$ cat config.mk
export PLATFORM = sky130hd
export DESIGN_NAME = cmd_sequencer
export DESIGN_NICKNAME = d
export VERILOG_FILES = /design/src/rtl/cmd_sequencer.sv
export SDC_FILE = /design/constraint.sdc
export NUM_CORES = 1
export LEC_CHECK = 0
export CAP_MARGIN = 5
export CORE_MARGIN = 10
export CORE_UTILIZATION = 30
export CTS_CLUSTER_DIAMETER = 50
export CTS_CLUSTER_SIZE = 20
export DETAILED_ROUTE_END_ITERATION = 12
export GPL_TIMING_DRIVEN = 0
export HOLD_SLACK_MARGIN = 0.02
export SYNTH_ARGS = -nofsm -noshare
export SYNTH_HDL_FRONTEND = slang
export SYNTH_SLANG_ARGS = --single-unit
$ cat constraint.sdc
create_clock -name clock -period 3.5 [get_ports clock]
set_input_delay 0.525 -clock clock [delete_from_list [all_inputs] [get_ports clock]]
set_output_delay 0.525 -clock clock [all_outputs]
set_load 0.005 [all_outputs]
$ cat src/rtl/cmd_sequencer.sv
// cmd_sequencer: pops 16-bit command words {opcode, arg} from the host input
// FIFO and executes them one at a time. It drives the CS, AUX, MOSI and SCK
// buffer lines, samples MISO, and pushes XFER results to the output FIFO.
//
// Optional feature: define SEQ_SPI_MODE_EN to add opcode 0x31, which selects
// CPOL/CPHA. Without it the shifter is fixed to SPI mode 0 and 0x31 is an
// unknown opcode.
module cmd_sequencer #(
  parameter logic [7:0] DIV_RESET = 8'd3
) (
  input  logic        clock,
  input  logic        reset,
  input  logic        in_nempty,
  input  logic [15:0] in_data,
  output logic        in_pop,
  input  logic        out_full,
  output logic        out_shift,
  output logic [15:0] out_data,
  input  logic        miso,
  output logic        mosi,
  output logic        sck,
  output logic        cs,
  output logic        aux,
  output logic        busy,
  output logic        error
);

  // FSM encoding
  localparam logic [2:0] ST_IDLE     = 3'd0;
  localparam logic [2:0] ST_EXEC     = 3'd1;
  localparam logic [2:0] ST_SHIFT_LO = 3'd2;
  localparam logic [2:0] ST_SHIFT_HI = 3'd3;
  localparam logic [2:0] ST_PUSH     = 3'd4;
  localparam logic [2:0] ST_DELAY    = 3'd5;

  // Opcodes
  localparam logic [7:0] OP_CS_LO  = 8'h01;
  localparam logic [7:0] OP_CS_HI  = 8'h02;
  localparam logic [7:0] OP_AUX    = 8'h03;
  localparam logic [7:0] OP_WRITE  = 8'h10;
  localparam logic [7:0] OP_XFER   = 8'h11;
  localparam logic [7:0] OP_DELAY  = 8'h20;
  localparam logic [7:0] OP_DIV    = 8'h30;
  localparam logic [7:0] OP_MODE   = 8'h31;
  localparam logic [7:0] OP_CLRERR = 8'h3F;

  logic [2:0]  state_reg,    state_next;
  logic [15:0] cmd_reg,      cmd_next;
  logic [7:0]  div_reg,      div_next;
  logic [7:0]  cnt_reg,      cnt_next;     // divider phase count, or delay count
  logic [2:0]  bit_reg,      bit_next;     // current bit index, MSB first
  logic [7:0]  rx_reg,       rx_next;
  logic        mosi_reg,     mosi_next;
  logic        sck_reg,      sck_next;
  logic        cs_reg,       cs_next;
  logic        aux_reg,      aux_next;
  logic        error_reg,    error_next;
  logic [15:0] out_data_reg, out_data_next;

  logic [7:0] opcode;
  logic [7:0] arg;
  logic [7:0] rx_shifted;
  logic       cpol;
  logic       cpha;
  logic       mode_op_hit;

  assign opcode     = cmd_reg[15:8];
  assign arg        = cmd_reg[7:0];
  assign rx_shifted = {rx_reg[6:0], miso};

`ifdef SEQ_SPI_MODE_EN
  logic cpol_reg;
  logic cpha_reg;

  assign cpol        = cpol_reg;
  assign cpha        = cpha_reg;
  assign mode_op_hit = (opcode == OP_MODE);

  // Mode register: only written by an EXEC of opcode 0x31, so a byte in flight never sees a change
  always_ff @(posedge clock) begin
    if (reset) begin
      cpol_reg <= 1'b0;
      cpha_reg <= 1'b0;
    end else if (state_reg == ST_EXEC && opcode == OP_MODE) begin
      cpol_reg <= arg[1];
      cpha_reg <= arg[0];
    end
  end
`else
  assign cpol        = 1'b0;
  assign cpha        = 1'b0;
  assign mode_op_hit = 1'b0;
`endif

  // Handshake strobes are combinational so the pop/push lands on the same edge
  // that the FSM consumes or retires the word; reset masks them immediately.
  assign in_pop    = (state_reg == ST_IDLE) && in_nempty && !reset;
  assign out_shift = (state_reg == ST_PUSH) && !out_full && !reset;
  assign busy      = (state_reg != ST_IDLE);
  assign out_data  = out_data_reg;
  assign mosi      = mosi_reg;
  assign sck       = sck_reg;
  assign cs        = cs_reg;
  assign aux       = aux_reg;
  assign error     = error_reg;

  // Next-state and datapath decode for the command FSM
  always_comb begin
    state_next    = state_reg;
    cmd_next      = cmd_reg;
    div_next      = div_reg;
    cnt_next      = cnt_reg;
    bit_next      = bit_reg;
    rx_next       = rx_reg;
    mosi_next     = mosi_reg;
    sck_next      = sck_reg;
    cs_next       = cs_reg;
    aux_next      = aux_reg;
    error_next    = error_reg;
    out_data_next = out_data_reg;

    case (state_reg)
      ST_IDLE: begin
        if (in_nempty) begin
          cmd_next   = in_data;
          state_next = ST_EXEC;
        end
      end

      ST_EXEC: begin
        state_next = ST_IDLE;
        case (opcode)
          OP_CS_LO:  cs_next  = 1'b0;
          OP_CS_HI:  cs_next  = 1'b1;
          OP_AUX:    aux_next = arg[0];
          OP_WRITE, OP_XFER: begin
            // Divider is sampled here, so a DIV change only affects later bytes
            state_next = ST_SHIFT_LO;
            cnt_next   = div_reg;
            bit_next   = 3'd7;
            sck_next   = cpol;
            if (!cpha) begin
              mosi_next = arg[7];
            end
          end
          OP_DELAY: begin
            cnt_next   = arg;
            state_next = ST_DELAY;
          end
          OP_DIV:    div_next   = arg;
          OP_CLRERR: error_next = 1'b0;
          default: begin
            if (mode_op_hit) begin
              // Idle clock level follows the newly selected CPOL
              sck_next = arg[1];
            end else begin
              error_next = 1'b1;
            end
          end
        endcase
      end

      // First half of each bit: sck at its idle level
      ST_SHIFT_LO: begin
        if (cnt_reg == 8'd0) begin
          state_next = ST_SHIFT_HI;
          sck_next   = ~cpol;
          cnt_next   = div_reg;
          if (!cpha) begin
            rx_next = rx_shifted;
          end else begin
            mosi_next = arg[bit_reg];
          end
        end else begin
          cnt_next = cnt_reg - 8'd1;
        end
      end

      // Second half of each bit: sck at its active level
      ST_SHIFT_HI: begin
        if (cnt_reg == 8'd0) begin
          sck_next = cpol;
          if (cpha) begin
            rx_next = rx_shifted;
          end
          if (bit_reg == 3'd0) begin
            if (opcode == OP_XFER) begin
              state_next    = ST_PUSH;
              out_data_next = {OP_XFER, (cpha ? rx_shifted : rx_reg)};
            end else begin
              state_next = ST_IDLE;
            end
          end else begin
            state_next = ST_SHIFT_LO;
            bit_next   = bit_reg - 3'd1;
            cnt_next   = div_reg;
            if (!cpha) begin
              mosi_next = arg[bit_reg - 3'd1];
            end
          end
        end else begin
          cnt_next = cnt_reg - 8'd1;
        end
      end

      // Wait for room in the output FIFO; out_shift fires on the leaving cycle
      ST_PUSH: begin
        if (!out_full) begin
          state_next = ST_IDLE;
        end
      end

      ST_DELAY: begin
        if (cnt_reg == 8'd0) begin
          state_next = ST_IDLE;
        end else begin
          cnt_next = cnt_reg - 8'd1;
        end
      end

      default: state_next = ST_IDLE;
    endcase
  end

  // State and pin registers; reset drops any in-flight command
  always_ff @(posedge clock) begin
    if (reset) begin
      state_reg    <= ST_IDLE;
      cmd_reg      <= 16'h0000;
      div_reg      <= DIV_RESET;
      cnt_reg      <= 8'd0;
      bit_reg      <= 3'd0;
      rx_reg       <= 8'h00;
      mosi_reg     <= 1'b0;
      sck_reg      <= 1'b0;
      cs_reg       <= 1'b1;
      aux_reg      <= 1'b0;
      error_reg    <= 1'b0;
      out_data_reg <= 16'h0000;
    end else begin
      state_reg    <= state_next;
      cmd_reg      <= cmd_next;
      div_reg      <= div_next;
      cnt_reg      <= cnt_next;
      bit_reg      <= bit_next;
      rx_reg       <= rx_next;
      mosi_reg     <= mosi_next;
      sck_reg      <= sck_next;
      cs_reg       <= cs_next;
      aux_reg      <= aux_next;
      error_reg    <= error_next;
      out_data_reg <= out_data_next;
    end
  end

endmodule
== Word level (Yosys, flattened, before mapping) ==
Index checks and enable logic that the tools add are counted.
W data, S select, Z words.
Word-level totals
  input bits: 21
  output and inout port bits: 24
  register bits: 60
Operators by class
  $add $sub $neg: 2
  equality and inequality tests: 23
  reduce and logical (&&, ||, !) cells: 27
  $lt $le $gt $ge: 1
  multiplexer cells: 31
  bitwise gates (word level): 1
Operators with widths (number)
  $mux W8: 4
  $pmux W8 S4: 1
  $mux W3: 10
  $eq A8 B6 Y1 const B: 3
  $pmux W3 S6: 1
  $eq A8 B2 Y1 const B: 2
  $eq A8 B5 Y1 const B: 2
  $ne A2 B2 Y1 const B: 8
  $pmux W8 S2: 1
  $reduce_and A4 Y1: 4
  $pmux W3 S2: 2
  $reduce_and A2 Y1: 6
  $eq A8 B1 Y1 const B: 1
  $logic_not A8 Y1: 1
  $sub A8 B1 Y8 const B: 1
  $mux W1: 7
  $reduce_or A7 Y1: 1
  $eq A3 B2 Y1 const B: 2
  $eq A3 B3 Y1 const B: 2
  $logic_not A3 Y1: 2
  $ne A3 B3 Y1 const B: 2
  $pmux W1 S2: 3
  $reduce_bool A3 Y1: 2
  $reduce_and A5 Y1: 1
  other kinds (11): 16

== Depth between registers and ports, before layout ==
  word-level depth: 6
  mapped depth: 8
  gate-level depth less buffers: 7

== Least setup slack after synthesis ==
OpenSTA, ideal clock, no wires.
  path kind: reg-to-reg
  start: register cmd_reg[13]
  end: register cnt_reg[4]
  cell stages (with the launch flop): 7
  data arrival time: 1.873 ns
  setup slack: 1.497 ns
  data required time: 3.371 ns
  buffers on the path: 1
  setup time: 0.129 ns
  cells stage by stage: dfxtp_1 > clkbuf_1 > or4b_1 > nor2_2 > mux2_2 > a211oi_1 > o32ai_1
On the way
  word-level cells in the longest chain between the ends: 4
  elaborated cells on any way between the ends: 8
  classes of those cells: eq/ne: 4; mux: 2; reduce/logical: 2
RTL lines
  start: declaration: RTL line 48  | logic [15:0] cmd_reg, cmd_next;
  start signal: assignment: RTL line 242  | cmd_reg <= cmd_next;
  $eq A8 B5 Y1: RTL line 132  | case (opcode)
  $reduce_or A2 Y1: RTL line 132
  $pmux W8 S2 / $ne A3 B3 Y1 (equally long branches)
  $pmux W8 S4 / $reduce_and A4 Y1 (equally long branches)
  end signal: assignment: RTL line 244  | cnt_reg <= cnt_next;
  end: declaration: RTL line 50  | logic [7:0] cnt_reg, cnt_next;
Several ways; a longest one is shown, not always the timed one.
A chain may end at the register's enable or synchronous reset.

== Worst setup path in the final report ==
  start: register state_reg[2]
  end: output port in_pop
On the way
  word-level cells in the longest chain between the ends: 3
RTL lines
  start: declaration: RTL line 47  | logic [2:0] state_reg, state_next;
  start signal: assignment: RTL line 241  | state_reg <= state_next;
  $logic_not A3 Y1: RTL line 97  | assign in_pop = (state_reg == ST_IDLE) && in_nempty && !reset;
  $logic_and A1 B1 Y1 (2 in series): RTL line 97
  end: declaration: RTL line 15  | output logic in_pop,
Every way passes these cells.

==> results.ini <==
[logic_synthesis]
synth_top_area_share_pct=40.1
yosysMostFrequentCell=dfxtp_1
yosys.area_share.simple_pct=23.0
ys_ff_latch=60
netlist-cell-type-count=59
synth.mux.area_fraction_pct=10.2
synth_edf_count=0
synthXorXnorAreaFrac_pct=0.876
avgSynthCellArea_sq_um=8.61
yosysTopAreaCell=dfxtp_1
ys_top_cells_by_count=60 x dfxtp_1, 42 x nand2_1, 41 x nor2_1
synth_top_family_by_area=simple AND/OR/NAND/NOR gates
synthFlopType=dfxtp_1
synthCells=348
yosysWarnings=0
synth_compound_area_share_pct=17.7
async_flop_share_pct=0
synthTopCellsByArea=dfxtp_1 40%, mux2i_1 8.3%, a21oi_1 5.7%, nand2_1 5.3%, nor2_1 5.1%
syn-cell-area_sq_um=3000
synth_adder_area_share_pct=1.67
synth.yosys.seq_area_share_pct=40.1

[setup_path]
worstPathMaxFanout=10
start_kind=register
critical_path_class=reg -> out
arrival_ns=2.46
critPathRequiredTime_ns=2.97
end_kind=primary output

[route]
drt_iter0_drc=162
first_pass_iters=5
ant_nets=0
wl_per_cell_um=14.4
drc=0
avgViaCountPerCell=4.98
num_vias=2684
routed_wl_mm=7.76

[clock_tree]
htree_levels=3
clock_path_buffers=2
numCtsBuffers=9
ctsHoldBuffers=0
cts_tree=built
ctsResizeCount=0
postCtsSetupBuffers=0
clock_sinks=60
cts_root_buf=clkbuf_8
path_clk_slew_ns=0.07
clkLatencyLatePin_ns=0.34

[finish]
largest_reg_flops=16
area_growth_syn_to_layout_pct=26.3
fillers=1003
final_util_pct=38.7
final_nets=426
finalNonFillerCells=539
fin_area_sq_um=3790
n_antenna_cell=0
drive_above_1_share_pct=11.1

[grt]
grt_overflow=0
grtUsageMet3_pct=3.00
grt_pass1_wl_mm=12.9
grt_pass1_vias=2554
busiest_layer=met2
grt_util_met1_pct=13.4
grt_max_degree=12
track_usage_pct=11.0
met2_usage_pct=17.7
antenna_found_initial=0

[flow_run]
cap_violations=0

[placement]
post-place-cells=523
dpl_worst_slack_ns=0.733
portBuffers=37
post_dp_cell_area_sq_um=3550
dp_hpwl_mm=5.87
place_congestion=0.879

[timing]
setup_ws_ns=0.516
rsz0062_at_grt=false
setup_tns_ns=0
fin_crit_sh_pct=85.3
maxSlewHeadroom_pct=56.6
clock_skew_ns=0.00794
worst_pin_slew_ns=0.650
setup_viol_count_final=0
finalHoldViolCount=0
max_freq_ghz=0.335
maxSlewViolCount=0
min_period_ns=2.98

[outcome]
status=finished, final reports clean

[die]
initial_core_util_pct=30.7
die_y_um=120
die_w_um=120
rows=36
core-area_sq_um=9770
die-area_sq_um=14400
io_pins=45

[pwr]
p_per_area_nw_per_um2=445
peakVddDrop_uv=244
leakagePower_nw=1.45

[min_path]
worstHoldPathType=reg -> reg

path summary, 6_finish.rpt:
path / from / to / slack, ns / cells past startpoint
max: state_reg[2] / in_pop / 0.52 / 6
min: div_reg[0] / div_reg[0] / 0.48 / 1
max reg2reg: cmd_reg[13] / cnt_reg[4] / 1.18 / 6
min reg2reg: div_reg[0] / div_reg[0] / 0.48 / 1
worst max-delay path, stage by stage, from the launching register on:
cell             delay, ns
dfxtp_1               0.30
clkbuf_1              0.19
nor3_1                0.38
nand2_1               0.29
clkbuf_1              0.30
nor2_1                0.14
clkdlybuf4s50_1       0.52
metal layers:
| metal | wire [um] | part of all wire (%) |
|---|---|---|
| met1 | 3520 | 45 |
| met2 | 3630 | 47 |
| met3 | 482 | 6.2 |
| met4 | 126 | 1.6 |
| met5 | 0 | 0 |
through the flow:
step,power [W],hold slack [ns]
after floorplan,0.000898,0.436
after global placement,0.000974,0.447
after detailed placement,0.000977,0.458
after CTS,0.00170,0.474
after global routing,0.00176,0.504
final,0.00169,0.478
cells in the final DEF (no fill, tap or decap), types with 8 or more instances in the layout:
cell type,synthesis,layout
clkdlybuf4s50_1,0,37
nand2_1,42,42
clkbuf_1,16,16
clkbuf_8,0,11
a21oi_1,34,34
a211oi_1,8,8
mux2i_1,25,25
dfxtp_1,60,60
inv_1,14,14
nor2_1,41,41
report_power, final:
| part | internal, W | leakage (nW) | total (W) | switching, W |
|---|---|---|---|---|
| logic | 0.000100 | 0.846 | 0.000240 | 0.000139 |
| registers | 0.000703 | 0.487 | 0.000724 | 0.0000207 |
| clock network | 0.000442 | 0.120 | 0.000723 | 0.000281 |
kinds of logic (layout without fill, tap and decap cells):
kind of cell,Yosys count,count (layout)
flip-flops,60,60
other,1,6
buffers and inverters,41,94
adder cells (fa/ha/maj),4,4
AO/OA/AOI/OAI,79,79
XOR/XNOR,3,3
AND/OR/NAND/NOR,132,132
multiplexers,28,28
layout make-up:
cell class	instances	area [sq um]	share of cell area, %
multi-input combinational	252	1630	42.9
sequential	60	1200	31.7
timing repair buffer	37	370	9.78
tap	133	166	4.39
clock buffer	11	151	4.00
buffer	27	138	3.63
clock inverter	5	82.6	2.18
inverter	14	52.6	1.39
Power figures use the tool's default switching activity.
